### src/rtl/alu_pkg.sv
// Shared ALU op codes and multiplier sequencer state encoding.
package alu_pkg;

    localparam logic [2:0] ALU_ADD  = 3'b000;
    localparam logic [2:0] ALU_SUB  = 3'b001;
    localparam logic [2:0] ALU_SLT  = 3'b010;
    localparam logic [2:0] ALU_NAND = 3'b011;
    localparam logic [2:0] ALU_SLR  = 3'b100;
    localparam logic [2:0] ALU_SLL  = 3'b101;
    localparam logic [2:0] ALU_HALT = 3'b110;
    localparam logic [2:0] ALU_EQ   = 3'b111;

    typedef enum logic [2:0] {
        IDLE = 3'd0,
        ADD  = 3'd1,
        SHL  = 3'd2,
        SHR  = 3'd3,
        DONE = 3'd4
    } mul_state_t;

endpackage

### src/rtl/alu_mul_seq.sv
// Shift-and-add unsigned multiplier that time-shares the external ALU.
// Optional MUL_EARLY_EXIT_EN: finish as soon as no multiplier bits remain.
module alu_mul_seq
    import alu_pkg::*;
#(
    parameter int unsigned WIDTH = 10,
    parameter int unsigned CNT_W = 4
) (
    input  logic             clk,
    input  logic             rst,
    input  logic             start,
    input  logic [WIDTH-1:0] a,
    input  logic [WIDTH-1:0] b,
    output logic             busy,
    output logic             done,
    output logic [WIDTH-1:0] product,
    output logic             ovf,
    output logic [WIDTH-1:0] alu_a,
    output logic [WIDTH-1:0] alu_b,
    output logic [2:0]       alu_ctrl,
    input  logic [WIDTH-1:0] alu_result
);

    localparam logic [CNT_W-1:0] LAST_CNT = CNT_W'(WIDTH - 1);

    mul_state_t       state_q, state_d;
    logic [WIDTH-1:0] acc_q, acc_d;
    logic [WIDTH-1:0] mcand_q, mcand_d;
    logic [WIDTH-1:0] mplier_q, mplier_d;
    logic [CNT_W-1:0] cnt_q, cnt_d;
    logic             ovf_r_q, ovf_r_d;
    logic [WIDTH-1:0] product_d;
    logic             ovf_d;
    logic             busy_d, done_d;
    logic             last_iter;

    // State and datapath registers
    always_ff @(posedge clk) begin
        if (rst) begin
            state_q  <= IDLE;
            acc_q    <= '0;
            mcand_q  <= '0;
            mplier_q <= '0;
            cnt_q    <= '0;
            ovf_r_q  <= 1'b0;
            product  <= '0;
            ovf      <= 1'b0;
            busy     <= 1'b0;
            done     <= 1'b0;
        end else begin
            state_q  <= state_d;
            acc_q    <= acc_d;
            mcand_q  <= mcand_d;
            mplier_q <= mplier_d;
            cnt_q    <= cnt_d;
            ovf_r_q  <= ovf_r_d;
            product  <= product_d;
            ovf      <= ovf_d;
            busy     <= busy_d;
            done     <= done_d;
        end
    end

    // Next state, datapath updates and ALU drive
    always_comb begin
        state_d   = state_q;
        acc_d     = acc_q;
        mcand_d   = mcand_q;
        mplier_d  = mplier_q;
        cnt_d     = cnt_q;
        ovf_r_d   = ovf_r_q;
        product_d = product;
        ovf_d     = ovf;
        alu_a     = '0;
        alu_b     = '0;
        alu_ctrl  = ALU_ADD;
        last_iter = 1'b0;

        case (state_q)
            IDLE, DONE: begin
                if (start) begin
                    acc_d    = '0;
                    mcand_d  = a;
                    mplier_d = b;
                    cnt_d    = '0;
                    ovf_r_d  = 1'b0;
                    state_d  = b[0] ? ADD : SHL;
`ifdef MUL_EARLY_EXIT_EN
                    if (b == '0) begin
                        state_d   = DONE;
                        product_d = '0;
                        ovf_d     = 1'b0;
                    end
`endif
                end else begin
                    state_d = IDLE;
                end
            end
            ADD: begin
                alu_a = acc_q;
                alu_b = mcand_q;
                acc_d = alu_result;
                if (alu_result < acc_q) ovf_r_d = 1'b1;
                state_d = SHL;
            end
            SHL: begin
                alu_a    = mcand_q;
                alu_ctrl = ALU_SLL;
                mcand_d  = alu_result;
                // A set bit leaves the top while later multiplier bits still need it
                if (mcand_q[WIDTH-1] && (mplier_q[WIDTH-1:1] != '0)) ovf_r_d = 1'b1;
                state_d = SHR;
            end
            SHR: begin
                alu_a     = mplier_q;
                alu_ctrl  = ALU_SLR;
                mplier_d  = alu_result;
                cnt_d     = cnt_q + CNT_W'(1);
                last_iter = (cnt_q == LAST_CNT);
`ifdef MUL_EARLY_EXIT_EN
                if (alu_result == '0) last_iter = 1'b1;
`endif
                if (last_iter) begin
                    state_d   = DONE;
                    product_d = acc_q;
                    ovf_d     = ovf_r_q;
                end else begin
                    state_d = alu_result[0] ? ADD : SHL;
                end
            end
            default: state_d = IDLE;
        endcase

        busy_d = (state_d == ADD) || (state_d == SHL) || (state_d == SHR);
        done_d = (state_d == DONE);
    end

endmodule

### config.mk
export PLATFORM = sky130hd
export DESIGN_NAME = alu_mul_seq
export DESIGN_NICKNAME = d
export VERILOG_FILES = /design/src/rtl/alu_pkg.sv /design/src/rtl/alu_mul_seq.sv
export SDC_FILE = /design/constraint.sdc
export NUM_CORES = 1
export LEC_CHECK = 0
export CAP_MARGIN = 20
export CORE_UTILIZATION = 44
export CTS_CLUSTER_SIZE = 12
export DETAILED_ROUTE_END_ITERATION = 10
export GPL_TIMING_DRIVEN = 0
export HOLD_SLACK_MARGIN = 0.05
export PLACE_DENSITY = 0.77
export REMOVE_ABC_BUFFERS = 1
export SLEW_MARGIN = 20
export SYNTH_ARGS = -nofsm -noshare
export SYNTH_HDL_FRONTEND = slang
export SYNTH_SLANG_ARGS = --single-unit
### constraint.sdc
create_clock -name clk -period 1.9 [get_ports clk]
set_clock_uncertainty 0.2 [all_clocks]
set_input_delay 0.285 -clock clk [delete_from_list [all_inputs] [get_ports clk]]
set_output_delay 0.285 -clock clk [all_outputs]
set_load 0.02 [all_outputs]
After elaboration in Yosys (flattened, before gate mapping)
Cells that the tools add are included.
- $add $sub $neg: 1
- magnitude comparators: 1
- eq/ne operators: 12
- muxes and demuxes: 20
- reduce and logical (&&, ||, !) cells: 15
- operator list (kind ; count):
    10-bit one-hot mux with 2 select lines ; 3
    10-bit 2-to-1 mux ; 4
    10-bit one-hot mux with 3 select lines ; 1
    3-bit by 2-bit equality test with 1-bit output, second input constant ; 4
    3-bit one-hot mux with 4 select lines ; 1
    10-bit less-than comparator ; 1
    9-bit nonzero test ; 1
    4-bit one-hot mux with 2 select lines ; 1
    2-bit AND reduction ; 4
    3-bit by 1-bit equality test with 1-bit output, second input constant ; 2
    3-bit equality test, second input constant ; 2
    2-bit 2-to-1 mux ; 3
    2-bit != test, second input constant ; 3
    3-bit one-hot mux with 2 select lines ; 1
    2-bit nonzero test ; 3
    4-bit by 1-bit adder with 4-bit output, second input constant ; 1
    4-bit equality test, second input constant ; 1
    4-bit 2-to-1 mux ; 1
    4-bit AND reduction ; 1
    3-bit logical NOT ; 1
    1-bit 2-to-1 mux ; 3
    3-bit 2-to-1 mux ; 1
    1-bit one-hot mux with 3 select lines ; 1
    3-bit nonzero test ; 1
    other kinds (3) ; 4
- register bits: 51
- input port bits: 33
- output and inout port bits: 36
- logic and storage cells: 59

Longest topological paths before layout
Gate-level depths: netlist (run 1).
- word-level depth: 6
- depth in mapped cells: 7
- mapped depth without buffers: 7

Least setup slack after synthesis (run 1)
OpenSTA, ideal clock, no wires.
- kind: register to register
- start: register state_q[0]
- end: register ovf_r_q
- setup time: 0.129 ns
- arrival time: 1.681 ns
- required time: 1.571 ns
- slack: -0.110 ns
- cell stages (with the launch flop): 8
- buffers on the path: 2
- clock period less this slack: 2.010 ns
- cells stage by stage: dfxtp_1 > buf_2 > or3b_1 > clkbuf_1 > or4_1 > o41ai_2 > a221o_1 > a31oi_1
- cells in the longest elaborated chain, start to end: 4
- elaborated cells on any way between the ends: 11
- classes of those cells: eq/ne: 6; mux: 1; reduce/logical: 4
- RTL lines (element ; line ; source):
    from (decl) ; alu_mul_seq.sv:26 ; mul_state_t state_q, state_d;
    from (signal assigned) ; alu_mul_seq.sv:51 ; state_q <= state_d;
    3-bit equality test or 3-bit logical NOT (tied branches) ; alu_mul_seq.sv:79 ; case (state_q)
    2-bit OR reduction ; alu_mul_seq.sv:79 ;
    2-bit != test (no source line) or 3-bit nonzero test (tied branches) ; n/a ;
    4-bit AND reduction (no source line) ; n/a ;
    to (signal assigned) ; alu_mul_seq.sv:56 ; ovf_r_q <= ovf_r_d;
    to (decl) ; alu_mul_seq.sv:31 ; logic ovf_r_q, ovf_r_d;
Several ways; a longest one is shown, not always the timed one.
A chain may end at the register's enable or synchronous reset.

Worst setup path after layout (run 1)
Ends and elaborated chain as after synthesis.

==> flow_summary_export.csv, run 1 <==
group,metric,value,unit
status,outcome,"finished, violations left",
status,violations,"negative setup slack",
sta,worst_pin_slew,869.2,ps
global_routing,grt_max_degree,42,
sta,setup_slack,-295.1,ps
cts,htreeDepth,2,
power,p_switching,979.3,uW
setup_path,crit_type,"flop to flop",
layout,drive_gt1_share,28.03,%
global_routing,grt_pass1_wl,13.05,mm
layout,area_delta_synth_final,47.16,%
layout,fillers,441,
cts,cts_tree,"yes",
cts,root_buffer,"clkbuf_8",
logic_synthesis,yosysTopAreaCellShare,39.92,%
sta,rsz0062_at_grt,"yes",
placement,placed_cells,426,
layout,stdcell_count,468,
sta,period_minus_slack,2195,ps
logic_synthesis,synth_edf_count,0,
logic_synthesis,ys.flop_type,"dfxtp_1",
logic_synthesis,async_flop_share,0,%
setup_path,critPathLaunchType,"flop",
sta,setup_tns,-3404,ps
detailed_routing,drt-initial-drc-count,259,
setup_path,crit_arrival,2200,ps
sta,hold_viol,0,
layout,antennaDiodeCount,0,
logic_synthesis,syn_inst,310,
logic_synthesis,ys.warnings.count,0,
detailed_routing,first_pass_iters,5,
floorplanning,die_h,78.24,um
cts,clkLatencyLatePin,310,ps
cts,clk_path_buf_depth,2,
detailed_routing,wl,8.638,mm
logic_synthesis,syn-mean-instance-area,8.250,um^2
floorplanning,io_pins,69,
job,cap_violations,0,
power,clkPwrFrac,23.8,%
logic_synthesis,ys_seq_area_share,39.92,%
detailed_routing,num_vias,2741,
sta,timing.hold.ws,282.1,ps
cts,cts-buffers-inserted,5,
sta,max_freq,455.6,MHz
worst_hold_path,min_path_type,"flop to flop",
cts,cts.sinks,51,
sta,relSlewSlack,42.05,%
setup_path,crit_required,1900,ps
cts,holdBufCountCts,0,
power,power.density,781.0,nW/um^2
floorplanning,die_x,78.24,um
layout,layout.nets,439,
sta,setup_violations,27,
power,p_leak,0.001521,uW
power,power_frac_comb,33.7,%
detailed_routing,route.detailed.drc,0,
cts,clkSlewWorstSetupHoldPaths,90,ps
power,seqPwrFrac,42.4,%
logic_synthesis,ys_top_cells_by_count,"51 x dfxtp_1, 51 x nor2_1, 45 x nand2_1",
logic_synthesis,ys_ff_latch,51,
detailed_routing,antenna_left,0,
floorplanning,initial_core_util,46.16,%
placement,gp_congestion,0.7724,
sta,period_share,115.5,%
floorplanning,rows,27,
power,netSwitchingFraction,33.32,%
global_routing,first_global_vias,2586,
floorplanning,core,5540,um^2
logic_synthesis,synth_top_cell_by_area,"dfxtp_1",
global_routing,antenna_found_initial,0,
floorplanning,dieArea,6122,um^2
logic_synthesis,synth_cell_types,35,
layout,fin_util,67.93,%
placement,dpl.hpwl,4.528,mm
detailed_routing,viasPerCell,5.857,
sta,slew_viol_final,0,
detailed_routing,drt-wirelength-per-cell,18.46,um
global_routing,overflow,0,
setup_path,worstPathMaxFanout,9,
setup_path,endpoint_kind,"flop",
logic_synthesis,syn-cell-area,2557,um^2
power,ir_worst_vdd,0.0004492,V
placement,portBuffers,67,
power,internal_power,1960,uW
global_routing,grtUsageTotal,27.54,%
logic_synthesis,netlist_top_cells_area,"dfxtp_1 40%, nor2_1 7.5%, a311oi_1 6.8%",
-- sequential cells by signal (all words and copies together), names as in the netlist --
register and cells:
acc_q 10, ovf_r_q 1, mplier_q 10, mcand_q 10, product 10, done 1
cnt_q 4, busy 1, state_q 3, ovf 1
-- area by class of cell --
class,count,area [um^2],area share (%)
multi-input cells,226,1587,42.15
flip-flops and latches,51,1032,27.43
repair buffers,99,909.6,24.17
clock buffers,8,100.1,2.660
well taps,72,90.09,2.394
inverters,12,45.04,1.197
-- cells by family (layout without fill, tap and decap cells) --
kind of cell | count (synthesis) | in the layout | synth area share [%]
adders and majority gates | 11 | 11 | 5.382
DFF | 51 | 51 | 39.92
muxes | 10 | 10 | 4.403
xor gates and xnor gates | 1 | 1 | 0.3425
AOI/OAI and AO/OA | 71 | 71 | 22.16
other | 1 | 1 | 0.1466
buffers and inverters | 37 | 119 | 5.626
and+or+nand+nor | 128 | 132 | 22.02
-- metrics by stage --
stage,total power (uW),instance area [um^2],setup WS (ps)
after global placement,1940,3219,-2358
after CTS,2811,3615,-259.5
final,2939,3764,-295.1
after global routing,3055,3764,-328.3
after detailed placement,1965,3241,-1794
after floorplan,1660,2459,-812.4
-- final timing paths --
kind / startpoint / endpoint / slack [ps] / cells after the start
max: state_q[0] / ovf_r_q / -300 / 6
min: cnt_q[3] / cnt_q[3] / 280 / 1
max reg2reg: state_q[0] / ovf_r_q / -300 / 6
min reg2reg: cnt_q[3] / cnt_q[3] / 280 / 1
-- per-layer routing --
layer / track usage, % / share of wire (%)
met1: 35.80 / 40
met2: 44.65 / 47
met3: 4.302 / 9.4
met4: 12.78 / 3.4
met5: 0 / 0
-- critical path, cell delays in order, from the launching register on --
cell and delay [ps]:
dfxtp_4 400, or3b_4 430, buf_6 140, or4_4 450, o41ai_4 230, a221o_1 190, a31oi_1 40
-- cells in the final DEF, fill, tap and decap left out, drive strengths merged, types with 2 or more instances in the layout --
cell type,n
clkdlybuf4s15,2
buf,53
a31oi,3
nand2b,2
dfxtp,51
and2,14
mux2,10
or4,3
ha,11
nand3,2
inv,12
nand2,46
a311oi,20
nor2,51
or3b,2
clkbuf,8
nand3b,2
a21oi,6
a211oi,2
o21bai,3
nor2b,4
clkdlybuf4s50,44
a22oi,20
a22o,11
nor3,4
-- power groups by stage --
stage	registers, uW	clock network (uW)	logic (uW)
after floorplan	1250	0	407
after global placement	1280	0	664
after detailed placement	1280	0	684
after CTS	1240	696	876
after global routing	1260	744	1050
final	1250	701	991
-- what timing repair did --
action                                  in CTS  in global routing
gates resized for setup                    135                 29
endpoints found under the setup margin      73                 49
setup buffers                               23                  7
hold endpoints to repair                     0                  0
gates cloned                                 3                  1
pin swaps                                    7                  5
Note: power is estimated with default switching activity, not from simulation.
==> run 2, diff against run 1 <==
- CORE_UTILIZATION: 44 -> 45
- CTS_BUF_LIST: unset -> sky130_fd_sc_hd__clkbuf_2 sky130_fd_sc_hd__clkbuf_4 sky130_fd_sc_hd__clkbuf_8
- PLACE_DENSITY: 0.77 -> 0.78
==> run 2 against run 1 <==
- the run still ends with negative setup slack left
- sequential cell count stayed put
- maximum frequency is 0.38% higher
- count of clock-buffer cells in the layout is 2 lower
- die area is 2.2% lower
- clock power is 14% higher
- sequential power hardly changed
- wire length is 0.74% higher
- total power is 6.3% higher
- critical path type unchanged
==> flow_summary_export.csv, run 2 (synthesis gave the netlist of run 1 again) <==
group,metric,value,unit
status,outcome,"finished, violations left",
status,violations,"negative setup slack",
setup_path,crit_family,"simple AND/OR/NAND/NOR gates",
floorplanning,die_h,77.39,um
detailed_routing,drt-wirelength-per-cell,18.59,um
cts,cts.sinks,51,
sta,setup_violations,32,
floorplanning,rows,27,
setup_path,endpoint_kind,"flop",
floorplanning,initial_core_util,46.44,%
global_routing,grt_max_degree,42,
floorplanning,dieArea,5988,um^2
worst_hold_path,min_path_type,"input pin to flop",
layout,area_delta_synth_final,53.47,%
sta,hold_viol,0,
power,power.density,795.9,nW/um^2
layout,fin_util,71.28,%
sta,setup_slack,-286.8,ps
cts,cts-buffers-inserted,5,
cts,htreeDepth,2,
detailed_routing,first_pass_iters,5,
setup_path,crit_arrival,2230,ps
global_routing,grt_pass1_wl,12.72,mm
layout,layout.nets,439,
sta,timing.hold.ws,228.1,ps
power,seqPwrFrac,39.9,%
detailed_routing,drt-initial-drc-count,276,
placement,placed_area,3257,um^2
cts,clkSlewWorstSetupHoldPaths,100,ps
detailed_routing,num_vias,2820,
global_routing,antenna_found_initial,0,
layout,fin_area,3925,um^2
power,internal_power,2114,uW
power,p_switching,1010,uW
detailed_routing,wl,8.702,mm
floorplanning,die_x,77.39,um
cts,cts_tree,"yes",
global_routing,grtUsageTotal,26.92,%
layout,mostFrequentLayoutCells,"48 x dfxtp_1, 46 x nor2_1, 43 x nand2_1, 43 x clkdlybuf4s50_1, 24 x buf_4",
setup_path,crit_type,"flop to flop",
detailed_routing,antenna_left,0,
job,cap_violations,0,
global_routing,use_met1,34.29,%
setup_path,max_stage_delay,540,ps
layout,fillers,376,
cts,clk_path_buf_depth,2,
setup_path,crit_chain,"inv_1 -> ha_1 -> a211oi_1 -> nor2_1 -> or4_1 -> a31oi_1",
setup_path,crit_buf_inv,1,
power,ir_worst_vdd,0.0003841,V
floorplanning,io_pins,69,
global_routing,first_global_vias,2587,
global_routing,overflow,0,
setup_path,cp_slowest_cell,"or4_1",
detailed_routing,route.detailed.drc,0,
power,clkPwrFrac,25.5,%
power,p_leak,0.001550,uW
placement,portBuffers,67,
global_routing,met3_usage,5.059,%
cts,root_buffer,"clkbuf_8",
cts,clkLatencyLatePin,300,ps
sta,max_freq,457.3,MHz
setup_path,crit_required,1940,ps
setup_path,worstPathMaxFanout,4,
sta,slew_viol_final,0,
global_routing,met2_usage,44.78,%
power,power_frac_comb,34.6,%
placement,dpl.hpwl,4.486,mm
power,netSwitchingFraction,32.33,%
layout,final_common_cell,"dfxtp_1",
layout,drive_gt1_share,30.30,%
placement,gp_congestion,0.7725,
sta,rsz0062_at_grt,"yes",
sta,period_minus_slack,2187,ps
detailed_routing,viasPerCell,6.026,
global_routing,top_usage_layer,"met2",
setup_path,critPathLaunchType,"flop",
sta,period_share,115.1,%
layout,antennaDiodeCount,0,
cts,holdBufCountCts,0,
floorplanning,core,5507,um^2
run 2: cell types whose count changed in the layout (fill, tap and decap cells not counted), sizes merged, moves of 2 or more:
| cell | delta |
|---|---|
| buf | +3 |
| dlygate4sd2 | +2 |
| and2 | -2 |
| clkbuf | -2 |
| clkdlybuf4s15 | -2 |
run 2: per-stage QoR:
step                total power (uW)  worst slack, ps  instances  setup TNS, ps
CTS                             2897           -246.8        457          -2325
detailed placement              1971            -1691        426         -66510
global placement                1940            -2400        424         -92010
finish                          3124           -286.8        468          -4396
global route                    3253           -356.5        468          -7352
floorplan                       1660           -812.4        285         -29230
run 2: path summary, 6_finish.rpt:
check	startpoint	end	slack, ps	depth (start not counted)
hold reg to reg	cnt_q[3]	cnt_q[3]	270	1
hold / removal	rst	acc_q[5]	230	3
setup reg to reg	acc_q[7]	ovf_r_q	-290	6
setup / recovery	acc_q[7]	ovf_r_q	-290	6
run 2: metal layers:
layer / up-vias / part of all wire (%)
met4: 0 / 4.6
met2: 173 / 48
li1: 1270 / -
met3: 43 / 7.6
met5: - / 0
met1: 1334 / 40
run 2: final cells by class:
class	count	area, um^2	share of cell area (%)
tap	72	90.09	2.295
clock buffer	6	82.58	2.104
multi-input combinational	224	1612	41.06
clock inverter	2	35.03	0.8926
sequential	51	1032	26.30
inverter	12	45.04	1.148
timing repair buffer	101	1028	26.20
run 2: power groups by stage:
stage                     logic, uW  clock network, uW  registers, uW
after floorplan                 407                  0           1250
after global placement          664                  0           1280
after detailed placement        690                  0           1280
after CTS                       872                791           1230
after global routing           1140                854           1260
final                          1080                797           1250
run 2: what timing repair did:
action	in CTS	in global routing
setup endpoints to repair	73	69
pin swaps	4	14
cloned	2	1
resized for setup	125	61
setup buffers	21	11
run 2: worst reg2reg max path: cells and delay by family, from the launching register on:
kind                       cells  cell delay (ps)
adders and majority gates      1              300
AOI/OAI and AO/OA              2              520
and+or+nand+nor                2              640
buffers and inverters          1               70
DFF                            1              410
